## src/rtl/hopfield_seq.sv

```systemverilog
// Recall sequencer for a fully connected Hopfield network: walks the weight
// memory row by row, accumulates signed weighted sums and updates one neuron at a time.
module hopfield_seq #(
  parameter int N = 25,
  parameter int WW = 8,
  parameter int SW = 13,
  parameter int AW = 10,
  parameter int MAX_SWEEPS = 8,
  parameter logic [N-1:0] INIT_PATTERN = {N{1'b0}}
) (
  input  logic                 clk,
  input  logic                 rst,
  input  logic                 start,
  input  logic                 load,
  input  logic [N-1:0]         pattern_in,
  output logic [AW-1:0]        w_addr,
  output logic                 w_rd,
  input  logic signed [WW-1:0] w_data,
  output logic [N-1:0]         neurons,
  output logic                 busy,
  output logic                 done,
  output logic                 converged,
  output logic [3:0]           sweep_cnt
);

  localparam int IW = $clog2(N);
  localparam logic [IW-1:0] LAST_IDX = IW'(N - 1);
  localparam logic [IW-1:0] ZERO_IDX = {IW{1'b0}};
  localparam logic [3:0] SWEEP_LIMIT = 4'(MAX_SWEEPS);

  typedef enum logic [2:0] {
    IDLE   = 3'd0,
    FETCH  = 3'd1,
    DRAIN  = 3'd2,
    UPDATE = 3'd3,
    CHECK  = 3'd4,
    FIN    = 3'd5
  } state_t;

  state_t              state_r;
  state_t              state_s;
  logic [IW-1:0]       i_r;
  logic [IW-1:0]       j_r;
  logic [IW-1:0]       jp_r;
  logic signed [SW-1:0] acc_r;
  logic signed [SW-1:0] term_s;
  logic [N-1:0]        neurons_r;
  logic                flip_r;
  logic                new_bit_s;
  logic                acc_en_s;
  logic [AW-1:0]       addr_r;
  logic                w_rd_r;
  logic                busy_r;
  logic                done_r;
  logic                converged_r;
  logic [3:0]          sweep_r;

  // Signed contribution of one weight: +w for a +1 neuron, -w for a -1 neuron, 0 on the diagonal.
  function automatic logic signed [SW-1:0] term_f(input logic [WW-1:0] w,
                                                  input logic pos,
                                                  input logic diag);
    logic signed [SW-1:0] ext;
    ext = $signed({{(SW-WW){w[WW-1]}}, w});
    if (diag) begin
      term_f = {SW{1'b0}};
    end else if (pos) begin
      term_f = ext;
    end else begin
      term_f = -ext;
    end
  endfunction

  assign w_addr    = addr_r;
  assign w_rd      = w_rd_r;
  assign neurons   = neurons_r;
  assign busy      = busy_r;
  assign done      = done_r;
  assign converged = converged_r;
  assign sweep_cnt = sweep_r;

  // Next-state decode plus the term/threshold datapath.
  always_comb begin
    state_s  = state_r;
    term_s   = term_f(w_data, neurons_r[jp_r], (jp_r == i_r));
    acc_en_s = 1'b0;
    if (acc_r[SW-1]) begin
      new_bit_s = 1'b0;
    end else if (acc_r != {SW{1'b0}}) begin
      new_bit_s = 1'b1;
    end else begin
      new_bit_s = neurons_r[i_r];
    end
    case (state_r)
      IDLE: begin
        if (load) begin
          state_s = IDLE;
        end else if (start) begin
          state_s = FETCH;
        end else begin
          state_s = IDLE;
        end
      end
      FETCH: begin
        acc_en_s = (j_r != ZERO_IDX);
        if (j_r == LAST_IDX) begin
          state_s = DRAIN;
        end else begin
          state_s = FETCH;
        end
      end
      DRAIN: begin
        acc_en_s = 1'b1;
        state_s  = UPDATE;
      end
      UPDATE: begin
        if (i_r == LAST_IDX) begin
          state_s = CHECK;
        end else begin
          state_s = FETCH;
        end
      end
      CHECK: begin
        if (!flip_r) begin
          state_s = FIN;
        end else if ((sweep_r + 4'd1) == SWEEP_LIMIT) begin
          state_s = FIN;
        end else begin
          state_s = FETCH;
        end
      end
      FIN: begin
        state_s = IDLE;
      end
      default: begin
        state_s = IDLE;
      end
    endcase
  end

  // Sequencer state, counters, accumulator and registered outputs.
  always_ff @(posedge clk) begin
    if (!rst) begin
      state_r     <= IDLE;
      i_r         <= ZERO_IDX;
      j_r         <= ZERO_IDX;
      jp_r        <= ZERO_IDX;
      acc_r       <= {SW{1'b0}};
      neurons_r   <= INIT_PATTERN;
      flip_r      <= 1'b0;
      addr_r      <= {AW{1'b0}};
      w_rd_r      <= 1'b0;
      busy_r      <= 1'b0;
      done_r      <= 1'b0;
      converged_r <= 1'b0;
      sweep_r     <= 4'd0;
    end else begin
      state_r <= state_s;
      w_rd_r  <= (state_s == FETCH);
      done_r  <= (state_s == FIN);
      jp_r    <= j_r;
      if (acc_en_s) begin
        acc_r <= acc_r + term_s;
      end
      case (state_r)
        IDLE: begin
          if (load) begin
            neurons_r <= pattern_in;
          end else if (start) begin
            i_r         <= ZERO_IDX;
            j_r         <= ZERO_IDX;
            sweep_r     <= 4'd0;
            flip_r      <= 1'b0;
            converged_r <= 1'b0;
            addr_r      <= {AW{1'b0}};
            busy_r      <= 1'b1;
          end
        end
        FETCH: begin
          // Address runs straight on across rows: i*N+24 + 1 == (i+1)*N.
          addr_r <= addr_r + AW'(1);
          j_r    <= j_r + IW'(1);
          if (j_r == ZERO_IDX) begin
            acc_r <= {SW{1'b0}};
          end
        end
        DRAIN: begin
          j_r <= ZERO_IDX;
        end
        UPDATE: begin
          neurons_r[i_r] <= new_bit_s;
          if (new_bit_s != neurons_r[i_r]) begin
            flip_r <= 1'b1;
          end
          if (i_r != LAST_IDX) begin
            i_r <= i_r + IW'(1);
          end
        end
        CHECK: begin
          sweep_r <= sweep_r + 4'd1;
          if (!flip_r) begin
            converged_r <= 1'b1;
          end else if ((sweep_r + 4'd1) == SWEEP_LIMIT) begin
            converged_r <= 1'b0;
          end else begin
            flip_r <= 1'b0;
            i_r    <= ZERO_IDX;
            addr_r <= {AW{1'b0}};
          end
        end
        FIN: begin
          busy_r <= 1'b0;
        end
        default: begin
          busy_r <= 1'b0;
        end
      endcase
    end
  end

endmodule

```

## config.mk

```make
export PLATFORM = sky130hd
export DESIGN_NAME = hopfield_seq
export DESIGN_NICKNAME = d
export VERILOG_FILES = /design/src/rtl/hopfield_seq.sv
export SDC_FILE = /design/constraint.sdc
export NUM_CORES = 1
export LEC_CHECK = 0
export CORE_ASPECT_RATIO = 1.4
export CORE_MARGIN = 5
export CORE_UTILIZATION = 40
export CTS_CLUSTER_DIAMETER = 60
export DETAILED_ROUTE_END_ITERATION = 8
export PLACE_DENSITY = 0.7
export RECOVER_POWER = 25
export SYNTH_ARGS = -nofsm -noshare
export SYNTH_HDL_FRONTEND = slang
export SYNTH_SLANG_ARGS = --single-unit
```

## constraint.sdc

```tcl
create_clock -name clk -period 3.4 [get_ports clk]
set_clock_uncertainty 0.05 [all_clocks]
set_input_delay 0.51 -clock clk [delete_from_list [all_inputs] [get_ports clk]]
set_output_delay 0.51 -clock clk [all_outputs]
set_load 0.02 [all_outputs]
```

### Word-level counts from Yosys, hierarchy flattened

Index checks and enable logic that the tools add are counted.

| cells by class | value |
|---|---|
| bitwise gates (word level) | 1 |
| $add $sub $neg | 6 |
| $lt $le $gt $ge | 3 |
| eq/ne operators | 20 |
| mux-type cells | 51 |
| reduce and logical (&&, ||, !) cells | 19 |

Operator list:

| operator | number |
|---|---|
| $mux 13 | 5 |
| $pmux 25 s2 | 1 |
| $mux 10 | 4 |
| $pmux 10 s3 | 1 |
| $pmux 5 s3 | 2 |
| $bwmux 25 | 1 |
| $mux 25 | 1 |
| $mux 5 | 5 |
| $mux 1 | 16 |
| $pmux 3 s5 | 1 |
| $ne 2x2->1 const B | 7 |
| $add 13x13->13 | 1 |
| $neg 8->13 | 1 |
| $reduce_bool 13->1 | 1 |
| $lt 5x6->1 const B | 2 |
| $add 10x1->10 const B | 1 |
| $add 5x1->5 const B | 2 |
| $bmux 1 s5 | 2 |
| $eq 5x5->1 const B | 2 |
| $mux 3 | 3 |
| $reduce_and 3->1 | 3 |
| $reduce_bool 3->1 | 3 |
| $mux 4 | 2 |
| $pmux 4 s2 | 1 |
| 25 further kinds | 32 |

| word-level totals | value |
|---|---|
| flip-flop bits (word level) | 75 |
| logic and storage cells | 113 |

### Longest topological paths before layout

| logic depth | value |
|---|---|
| depth in word-level cells | 8 |
| depth in mapped cells | 17 |
| mapped depth without buffers | 15 |

### Worst setup path after synthesis

No wires, ideal clock.

| timing path | value |
|---|---|
| path kind | register -> register |
| start | register jp_r[1] |
| end | register acc_r[12] |
| library setup time | 0.064 ns |
| arrival time | 3.663 ns |
| buffers on the path | 2 |
| cell stages (with the launch flop) | 17 |
| clock period less this slack | 3.777 ns |
| setup slack | -0.377 ns |
| path through | dfxtp_1 -> buf_4 -> mux4_2 -> mux2i_1 -> or3_1 -> o311ai_1 -> buf_4 -> mux2i_1 -> or2_2 -> fa_1 -> nor2b_1 -> o31a_1 -> o21a_1 -> nand3_1 -> a311o_1 -> mux4_2 -> nand4_1 |

| on the way | value |
|---|---|
| word-level cells in the longest chain between the ends | 8 |

RTL lines:

| what | RTL line | text |
|---|---|---|
| start, declared | 44 | `logic [IW-1:0] jp_r;` |
| start signal, assigned | 160 | `jp_r <= j_r;` |
| $bmux 1 s5 | 84 | `term_s = term_f(w_data, neurons_r[jp_r], (jp_r == i_r));` |
| $mux 1 (implied by the code) | 84 |  |
| $mux 13 | 66 | `end else if (pos) begin` |
| $mux 13 * | 64 | `if (diag) begin` |
| $add 13x13->13 * | 162 | `acc_r <= acc_r + term_s;` |
| $mux 13 * | 161 | `if (acc_en_s) begin` |
| $mux 13 | 182 | `if (j_r == ZERO_IDX) begin` |
| $mux 13 * | 164 | `case (state_r)` |
| end signal, assigned | 147 | `acc_r <= {SW{1'b0}};` |
| end signal, assigned | 162 |  |
| end signal, assigned | 183 | `acc_r <= {SW{1'b0}};` |
| end, declared | 45 | `logic signed [SW-1:0] acc_r;` |

Mark *: on every way between the ends. The rest lies on a longest branch, timed or not. The select of a mux whose other input is x is not followed.
A chain may end at the register's enable or synchronous reset.

### Final worst setup path

Same ends and word-level chain as after synthesis.

==> impl_results.md <==
- Status: complete, but fails checks
- Failing checks: setup timing
- Gr usage total: 21.5%
- Final WS setup: -0.343 ns
- Drt via density: 5.71
- Total number of yosys warnings: 0
- Rows: 47
- Hold WS: about 0.43 ns
- Clk buf depth: 2
- Critical path startpoint category: flip-flop
- I/O pin cnt: 80
- Gpl congestion: 0.937
- Crit path arrival time: approximately 4.0 ns
- Post-synth top area cell: dfxtp_1
- Die area: approximately 14000 µm²
- Mapped Nets: 638
- WL per Instance: 17.5 µm
- Pre-Repair DR Iteration Count: 7
- Most common cell in the synthesized netlist: nor2_1
- Initial Utilization: 40.5%
- Reg-to-Reg End: acc_r[12]$_SDFF_PN0_
- Final period util: 110%
- Fraction of layout cells with a size suffix above 1: about a fifth
- Total power: 0.00249 W
- RSZ-0062 raised after global routing: true
- Vias: 5010
- FMAX: about 270 MHz
- # port buffers: 79
- Peak VDD IR: 240 µV
- Syn Inst Count: around 580
- Crit path to: acc_r[12]$_SDFF_PN0_
- Final instance area: roughly 6700 µm²
- Largest stage delay on the critical path: 0.52 ns
- Clock slew at reported path FFs: 0.06 ns
- Leakage power: 2.68 nW
- Slew Viols, Final: 0
- Slew HR: a little over an eighth
- CP Max Fanout: 7
- Worst setup startpoint: jp_r[1]$_SDFF_PN0_
- Worst reg-to-reg setup slack: -0.34 ns
- Routed wire length: roughly 15000 µm
- Sw Pwr: 0.000671 W
- Cell mode on critical path: mux4_2
- Antenna violations before repair: 0
- Synth Area in XOR/XNOR: 5.33%
- Min cycle time layout: roughly 3.7 ns
- Slowest CP cell: mux4_2
- Sw frac: 26.9%
- Initial drt markers: 356
- PwrDens: about 370 nW/µm²
- Largest net degree at the start of global routing: 51
- H-Tree Depth: 3
- Clock power share: a little over two fifths
- Combinational Power Share: between 10% and 20%
- Layout area overhead: 41.4%
- CP cell instances: buf_6, mux4_2, mux2i_2, o311ai_4, or3_1, a21oi_2, ha_1, nor2b_4, o31a_1, o21a_1, nand3_2, a311o_1, mux4_2, nand4_1
- Number of distinct library cells after synthesis: 55
- CTS buffer count: 9
- Worst reg-to-reg path cell count: 14
- Largest family of logic cells by synthesized area: simple AND/OR/NAND/NOR gates
- Vias in the first global route: between 5000 and 6000
- Placed inst area: 6210 µm²
- Core area: about 12000 µm²
- Simple-gate share of the synthesized area: 25.0%
- Max Cap Viol: 0
- Syn Std Cell Area: 4760 µm²
- Sum Neg Setup Slack: -0.674 ns
- Fraction of registers with async set/reset: 0%
- Worst-Skew Late Latency: 0.34 ns
- Final setup viols: 4
- CTS tree: built
- Nets: around 780
- GRT Residual Overflow: 0
- DRC Markers: 0
- Most frequent cells after synthesis: 87 x nor2_1, 75 x dfxtp_1, 41 x o21ai_0
- ANT nets after route: 0
- Req. time, crit path: 3.62 ns
- First-pass GRT wire length: 24600 µm
- Pint: 0.00182 W
- Adder-Cell Fraction of Synth Area: 5.94%
- CTS Root Cell: clkbuf_16
- Clock sinks: between 70 and 80
- Hold/Removal Path Class: reg2reg
- Area contributors post-synth: dfxtp_1 32%, nor2_1 6.9%, ha_1 5.5%, nor2b_1 4.6%, a221oi_1 4.4%
- Share of the yosys chip area belonging to registers: 31.5%
- Slew of the pin with the lowest slew margin: 1.30 ns
- Post-synthesis mux area share: approximately 8.3%
- Synth top area share: 31.5%
- Seq cells post-synth: 75
- Kind of critical path: reg2reg
- Fill count: 1062
- Die height: 139 µm
- Complex-gate fraction of the synthesized area: 19.8%
- Main flop type after synthesis: dfxtp_1
- Sequential fraction of design power: 38.1%
- Final Hold Fails: 0
- Die Width: 102 µm
- Post-synth EDFFs: 0
- Avg Inst Size Synth: slightly above 8 µm²
- Reg-to-reg startpoint: jp_r[1]$_SDFF_PN0_
- Worst setup EP type: flip-flop
- Diodes inserted: 0
- Post-DP HPWL: 11300 µm
## layout by cell type (no fill, tap or decap), types with 6 or more instances in the layout
cell             synthesis  routed
nor2b_1                 35      34
and2_1                  12       8
dfxtp_1                 75      73
o21ai_0                 41      35
inv_1                   16      16
dlygate4sd3_1            0      14
o21ai_1                  2       6
clkdlybuf4s50_1          0      65
xor2_1                  15      15
nand2_1                 31      31
a21oi_2                  0       7
nor3_1                   8       8
a21oi_1                 31      23
clkbuf_16                0       9
ha_1                    21      19
mux2i_1                 13      12
mux4_2                   6       6
xnor2_1                 14      14
nand4_1                  9       9
nand3_1                 17      16
a221oi_1                24      24
buf_4                    2      82
nor2_1                  87      87
or3_1                    9       6
## how the worst min path moves through the flow
stage	slack, ns	cells past startpoint	startpoint	end
5_1_grt	0.46	2	acc_r[0]$_SDFF_PN0_	acc_r[0]$_SDFF_PN0_
6_report	0.43	2	acc_r[0]$_SDFF_PN0_	acc_r[0]$_SDFF_PN0_
4_1_cts	0.43	2	acc_r[0]$_SDFF_PN0_	acc_r[0]$_SDFF_PN0_
3_3_place_gp	0.42	2	acc_r[0]$_SDFF_PN0_	acc_r[0]$_SDFF_PN0_
2_1_floorplan	0.40	2	acc_r[5]$_SDFF_PN0_	acc_r[5]$_SDFF_PN0_
3_5_place_dp	0.42	2	acc_r[0]$_SDFF_PN0_	acc_r[0]$_SDFF_PN0_
## power groups by stage
stage	registers (W)	logic [W]	clock network, W
finish	0.000951	0.000493	0.00105
global route	0.000953	0.000533	0.00110
CTS	0.000949	0.000484	0.00106
detailed placement	0.000968	0.000467	0
global placement	0.000969	0.000456	0
floorplan	0.000979	0.000229	0
## cells by family (layout without fill, tap and decap cells)
family | after synthesis | in the layout
and+or+nand+nor | 237 | 237
AOI/OAI and AO/OA | 145 | 145
DFF | 75 | 75
buffers and inverters | 47 | 198
xor gates and xnor gates | 29 | 29
muxes | 24 | 24
adders and majority gates | 22 | 22
## critical path: cells and delay by family (launching register included)
kind	cells	cell delay, ns
AO/OA/AOI/OAI	5	0.96
adder cells (fa/ha/maj)	1	0.26
buffers and inverters	1	0.11
flip-flops	1	0.37
multiplexers	3	1.24
AND/OR/NAND/NOR	4	0.69
## metal layers
metal | up-vias | wire (µm) | track usage [%]
li1 | 2387 | - | -
met1 | 2370 | 5920 | 24.3
met2 | 193 | 8030 | 37.4
met3 | 60 | 795 | 3.62
met4 | 0 | 568 | 11.3
met5 | - | 0 | 0
## stage by stage
step | setup slack [ns] | utilization, % | cells
floorplan | -0.352 | - | 579
global placement | -0.469 | 52.8 | 853
detailed placement | -0.577 | 52.8 | 853
CTS | -0.391 | 56.5 | 874
global route | -0.493 | 57.2 | 877
finish | -0.343 | 57.2 | 877
## sequential cells by signal, summed over array words and instances, names as in the netlist
register and cells:
sweep_cnt 4, flip_r 1, busy 1, done 1, state_r 3, w_addr 10
converged 1, w_rd 1, jp_r 5, acc_r 13, j_r 5, i_r 5
neurons 25
## timing repair
action,CTS,global route
endpoints found under the setup margin,8,9
buffers inserted,6,3
hold buffers,0,0
pin swaps,15,20
resized for setup,21,22
## area by class of cell
cell class	count	area (µm²)	share of cell area, %
Inverter	16	60.1	0.892
Sequential cell	75	1510	22.4
Tap cell	147	184	2.73
Clock buffer	10	239	3.55
Multi-Input combinational cell	457	3210	47.6
Clock inverter	6	88.8	1.32
Timing Repair Buffer	166	1450	21.5
(Power assumes the default switching activity.)
